`src/rtl/sum4_scheduler.sv`:
```
// sum4_scheduler: round-robin sequencer sharing one adder/accumulator between two four-operand sum requesters
module sum4_scheduler #(
    parameter int W = 8
) (
    input  logic           clk,
    input  logic           rst,
    input  logic           req0,
    input  logic [4*W-1:0] ops0,
    input  logic           req1,
    input  logic [4*W-1:0] ops1,
    output logic           gnt0,
    output logic           gnt1,
    output logic           busy,
    output logic           done0,
    output logic           done1,
    output logic [W+1:0]   sum
);
    typedef enum logic [2:0] {IDLE, LOAD, ADD1, ADD2, ADD3, DONE} state_t;
    state_t state, state_nx;
    logic owner, last, win;
    logic [W-1:0] a, b, c, d;
    logic [W+1:0] acc;
    always_ff @(posedge clk) begin
        if (rst) begin
            state <= IDLE;
            owner <= 1'b0;
            last  <= 1'b1;
        end else begin
            state <= state_nx;
            if (state == IDLE && (req0 || req1)) begin
                owner <= win;
                last  <= win;
            end
        end
    end
    always_comb begin
        win      = (req0 && req1) ? ~last : req1;
        state_nx = state;
        unique case (state)
            IDLE:    state_nx = (req0 || req1) ? LOAD : IDLE;
            LOAD:    state_nx = ADD1;
            ADD1:    state_nx = ADD2;
            ADD2:    state_nx = ADD3;
            ADD3:    state_nx = DONE;
            DONE:    state_nx = IDLE;
            default: state_nx = IDLE;
        endcase
        gnt0  = state == LOAD && !owner;
        gnt1  = state == LOAD && owner;
        done0 = state == DONE && !owner;
        done1 = state == DONE && owner;
        busy  = state != IDLE;
    end
    always_ff @(posedge clk) begin
        if (rst) begin
            {d, c, b, a} <= '0;
            acc          <= '0;
            sum          <= '0;
        end else begin
            unique case (state)
                LOAD:    {d, c, b, a} <= owner ? ops1 : ops0;
                ADD1:    acc <= {2'b00, a} + {2'b00, b};
                ADD2:    acc <= acc + {2'b00, c};
                ADD3:    sum <= acc + {2'b00, d};
                default: ;
            endcase
        end
    end
endmodule

```
`config.mk`:
```
export PLATFORM = sky130hd
export DESIGN_NAME = sum4_scheduler
export DESIGN_NICKNAME = d
export VERILOG_FILES = /design/src/rtl/sum4_scheduler.sv
export SDC_FILE = /design/constraint.sdc
export NUM_CORES = 1
export LEC_CHECK = 0
export BUFFER_PORTS_ARGS = -buffer_cell sky130_fd_sc_hd__buf_4
export CAP_MARGIN = 0
export CELL_PAD_IN_SITES_DETAIL_PLACEMENT = 1
export CELL_PAD_IN_SITES_GLOBAL_PLACEMENT = 2
export CORE_UTILIZATION = 30
export DETAILED_ROUTE_END_ITERATION = 12
export PLACE_DENSITY_LB_ADDON = 0.1
export SYNTH_ARGS = -nofsm -noshare
export SYNTH_HDL_FRONTEND = slang
export SYNTH_SLANG_ARGS = --single-unit
```
`constraint.sdc`:
```
create_clock -name clk -period 2.85 [get_ports clk]
set_clock_uncertainty 0.15 [all_clocks]
set_input_delay 0.1425 -clock clk [delete_from_list [all_inputs] [get_ports clk]]
set_output_delay 0.1425 -clock clk [all_outputs]
set_load 0.02 [all_outputs]
```
==> Yosys cells after proc, flatten, opt, wreduce, memory -nomap -nowiden <==
Cells that the tools add are included.
{ "totals": {"word_cells": 34, "output_inout_bits": 15, "reg_bits": 57, "input_bits": 68} }
{ "classes": {"n_reduce_logical": 11, "n_bitwise": 1, "add_sub_neg": 3, "eq_ne": 5, "mux": 5} }
{ "ops": {"columns": ["cell", "count"], "rows": [
  ["$mux W32", 1],
  ["$add A10 B8 Y10", 2],
  ["$pmux W10 S2", 1],
  ["$pmux W3 S5", 1],
  ["$add A8 B8 Y9", 1],
  ["$eq A3 B2 Y1 const B", 2],
  ["$eq A3 B3 Y1 const B", 2],
  ["$logic_and A1 B1 Y1", 6],
  ["$eq A3 B1 Y1 const B", 1],
  ["$logic_not A3 Y1", 1],
  ["$reduce_bool A3 Y1", 1],
  ["$mux W1", 2],
  ["$reduce_bool A2 Y1", 1],
  ["$logic_not A1 Y1", 1],
  ["$logic_or A1 B1 Y1", 1],
  ["$not A1 Y1", 1]
]} }

==> Depth between registers and ports, before layout <==
{ "depth": {"depth_word": 3, "depth_mapped": 8, "ltp_nobuf": 8} }

==> Worst setup path after synthesis <==
No wires, ideal clock.
{ "synth_path": {"kind": "reg-to-reg", "from": "reg c[0]", "to": "reg acc[8]", "path_slack_ps": 697, "n_path_buf": 0, "path_stages_with_launch": 8, "period_less_slack_ps": 2153, "required_ps": 2580, "setup_time_ps": 120, "arrival_time_ps": 1883, "path_cell_list": "dfxtp_1 ha_1 fa_1 a21o_1 a41oi_1 a41oi_1 o21a_1 o31a_1"} }
{ "synth_via": {"elab_chain_cells": 2} }
{ "synth_rtl": {"columns": ["item", "line", "text"], "rows": [
  ["start: declaration", "21", "logic [W-1:0] a, b, c, d;"],
  ["start signal: assignment", "61", "LOAD: {d, c, b, a} <= owner ? ops1 : ops0;"],
  ["$add A10 B8 Y10", "63", "ADD2: acc <= acc + {2'b00, c};"],
  ["$pmux W10 S2", "60", "unique case (state)"],
  ["end signal: assignment", "62", "ADD1: acc <= {2'b00, a} + {2'b00, b};"],
  ["end signal: assignment", "63", null],
  ["end: declaration", "22", "logic [W+1:0] acc;"]
]} }
Every way passes these cells.
A chain may end at the register's enable or synchronous reset.

==> Worst setup path after layout <==
Same ends and word-level chain as after synthesis.

==> results.txt <==
The die covers 0.0119 mm². The tree is rooted in a clkbuf_16. After detailed routing, the number of remaining DRC violations is 0. The region available for standard cell placement spans 0.0110 mm². Type of element capturing the critical path: a register.

Once layout is done, the placed cells without fillers occupy 0.00449 mm². Entering global routing, the biggest net connects 66 pins. The post-synthesis net count was 489.

Setup violations remaining at the end of the flow were counted as 0. The number of DRC markers in iteration 0 was 125; the post-synthesis mux area share was 0.102. The reg-to-reg startpoint is c[0]. The tools report the first-pass detailed-route iteration total as 4.

The logs give 2370 ps for the data arrival time at the worst-slack endpoint and 0 for the number of antenna violations at the first check in global routing. Dividing total power by cell area gives a power density of 609 mW/mm². The final routed wirelength across all metal layers is 9.42 mm, and the synthesized area per cell is 8.72 µm². The library cell used most frequently in the layout, excluding fill and tap cells, is buf_4.

The tools report the maximum clock frequency as 433 MHz. The switching share of power came out at 0.303. The worst min-delay path startpoint is ops0[26].

The detailed router placed 3185 vias in this run. Once detailed placement completed, the half-perimeter wirelength came to 7.15 mm. The category of the critical setup timing path was register to register. The horizontal die dimension was 109 µm.

The tools report the total of max-cap violations as 0. The logs give 547 ps for the worst setup timing slack at the placement stage and 83 for the total I/O pin count. After clock tree synthesis, the repair step resized 0 gates. The Yosys step of the flow raised 0 warnings.

The internal portion of the total power is 1900 µW. The sequential share of power was 0.362; the flip-flop and latch count after synthesis was 57. Among all flip-flop cells after synthesis, the most frequent one is dfxtp_1. The final worst-path cycle share was 0.811.

The worst register-to-register path ends at acc[8]. The mapped cell area is 0.00343 mm². In this run the post-CTS setup repair buffer count came out at 0.

The total of hold buffers inserted after clock tree synthesis came out at 1. In this run the tool buffered the top-level ports with 82 buffer cells. The maximum clock insertion buffer count is 2, and the total overflow reported by the global router is 0. The clock latency reported for the late side of the worst-skew pair was 320 ps. The worst min-delay path class is input pin to register. The async set-reset flop share out of synthesis is 0, and the standard-cell row count is 38. Final setup slack of the worst path: 540 ps. The tree built by TritonCTS fans out to 57 sinks. The count of final max-slew check failures was 0; the placed standard-cell area was 0.00418 mm². The number of endpoints with negative hold slack in the final report came out at 0. The synthesis-to-finish area growth is 30.6%, and the vertical extent of the die is 109 µm.

For the pin with the worst max-slew slack, the measured transition is 774 ps. For the final antenna-violating net count, the log shows 0. For the worst flop-to-flop path, the logic depth is 7. The number of diodes was 0.

TritonCTS built the clock tree. The compound-cell area share of the yosys netlist is 0.239, and the proportion of power drawn by combinational gates is 0.247. The register area share after synthesis was 0.332.

For the aggregate global-route resource usage, the log shows 0.170. The worst supply voltage drop on vdd was 0.226 mV. The logs give 540 ps for the worst reg-to-reg setup slack and 394 for the synthesized instance count. The path with the worst hold slack has its endpoint at d[2].

At the worst endpoint, the required time is 2910 ps. Net total in the final layout: 565. After synthesis, the largest family of logic cells by area is compound AO/OA/AOI/OAI gates.

After layout, the design draws a total of 2730 µW. The final routed wire length divided by cell count was 15.3 µm; the net switching component of the power was 828 µW. Setup repair after global routing left no endpoint under its margin. The run gives 0 ps as the post-route setup TNS. The filler cells instantiated in the layout total 1314. Worst slew margin relative to its limit: 0.484. The first global-routing pass estimated 15.4 mm of wire. The number of buffers created by CTS is 9.

For the share of total power in the clock network, the log shows 0.391. Routability-driven placement finished with a final weighted congestion of 0.813. The starting density of the core came out at 0.313. Counting flops with a built-in enable in the synthesized netlist gives 0. The share of cells above drive strength 1 came out at 0.227. The flow ran to the end, and the final reports show no timing, DRC or antenna violations.

The post-synthesis simple-gate area fraction is 0.155. The via count of the first global-routing pass was 3164. For this design the static power due to leakage is 0.00191 µW.

Along the worst path, the maximum fanout reaches 2. The clock period minus final worst setup slack is 2310 ps. The adder-cell area share of the yosys netlist was 0.105.

STA classifies the critical path startpoint as a register. Hold path depth: 3. Count of different cell masters after synthesis: 50. The H-tree was split into 3 levels.

Leaving out fill and tap cells, the most frequent cells in the layout are 87 x buf_4, 56 x dfxtp_1, 51 x nor2_1. The vias per cell is 5.18, and the xor and xnor fraction of the mapped netlist area is 0.0230. Hold is met by 13.0 ps.

The clock transition at the registers of the reported paths came out at 50 ps.
registers in the layout, indices dropped and copies added, names as in the netlist:
signal	count
d	8
owner	1
b	8
last	1
acc	10
c	8
state	3
a	8
sum	10
synth_stat cells (3+ instances only):
library cell  instances  area, µm²
dfxtp_1              57       1140
nor2_1               51        191
a211oi_1             44        330
mux2i_1              35        350
ha_1                 24        300
a21oi_1              18       90.1
nand2_1              17       63.8
o21ai_0              16       80.1
nor3_1               12       60.1
buf_2                11       55.1
inv_1                10       37.5
nand3_1              10       50.1
clkbuf_1              8       30.0
a21o_1                7       52.6
o21a_1                6       45.0
xnor2_1               6       52.6
nor4_1                5       31.3
and3_1                4       25.0
o211ai_1              4       30.0
a41oi_1               3       26.3
buf_1                 3       11.3
fa_1                  3       60.1
nand4_1               3       18.8
nor2b_1               3       18.8
xor2_1                3       26.3
power by group through the flow:
stage	registers, µW	clock network (µW)	logic, µW
floorplan	949	0	497
global placement	1000	0	666
detailed placement	1010	0	678
CTS	992	1100	685
global route	1000	1140	760
finish	988	1070	674
worst max path at each step:
stage                start  endpoint  depth (start not counted)
detailed placement  acc[0]    acc[8]                          7
floorplan             c[0]    acc[8]                          7
finish                c[0]    acc[8]                          7
CTS                   c[0]    acc[8]                          7
global placement    acc[0]    acc[8]                          7
global route          c[0]    acc[8]                          7
logic make-up after synthesis:
kind of cell    count (synthesis)
compound gates                117
flops                          57
fa+ha+maj                      27
buf+inv                        34
xor+xnor                        9
simple gates                  115
mux                            35
per-stage QoR:
stage	utilization	cells
global route	0.408	615
global placement	0.380	598
detailed placement	0.380	598
finish	0.408	615
floorplan	-	394
CTS	0.408	615
routing by layer:
layer  track usage  vias to the layer above  wire length (µm)
met3        0.0251                       14               279
li1              -                     1634                 -
met5             0                        -                 0
met1         0.247                     1468              4990
met4        0.0714                        0               178
met2         0.248                       69              3970
area by class of cell:
class,instances,area (µm²),share of cell area
Tap cell,140,175,0.0391
Clock buffer,11,243,0.0541
Sequential cell,57,1140,0.255
Clock inverter,5,55.1,0.0123
Inverter,10,37.5,0.00837
Multi-Input combinational cell,303,2150,0.479
Timing Repair Buffer,89,683,0.152
critical path, stage by stage (launching register included):
cell	delay, ps
dfxtp_1	310
ha_1	230
fa_1	420
a21o_1	190
a41oi_1	250
a41oi_1	180
o21a_1	200
o31a_1	270
(Power assumes the default switching activity.)
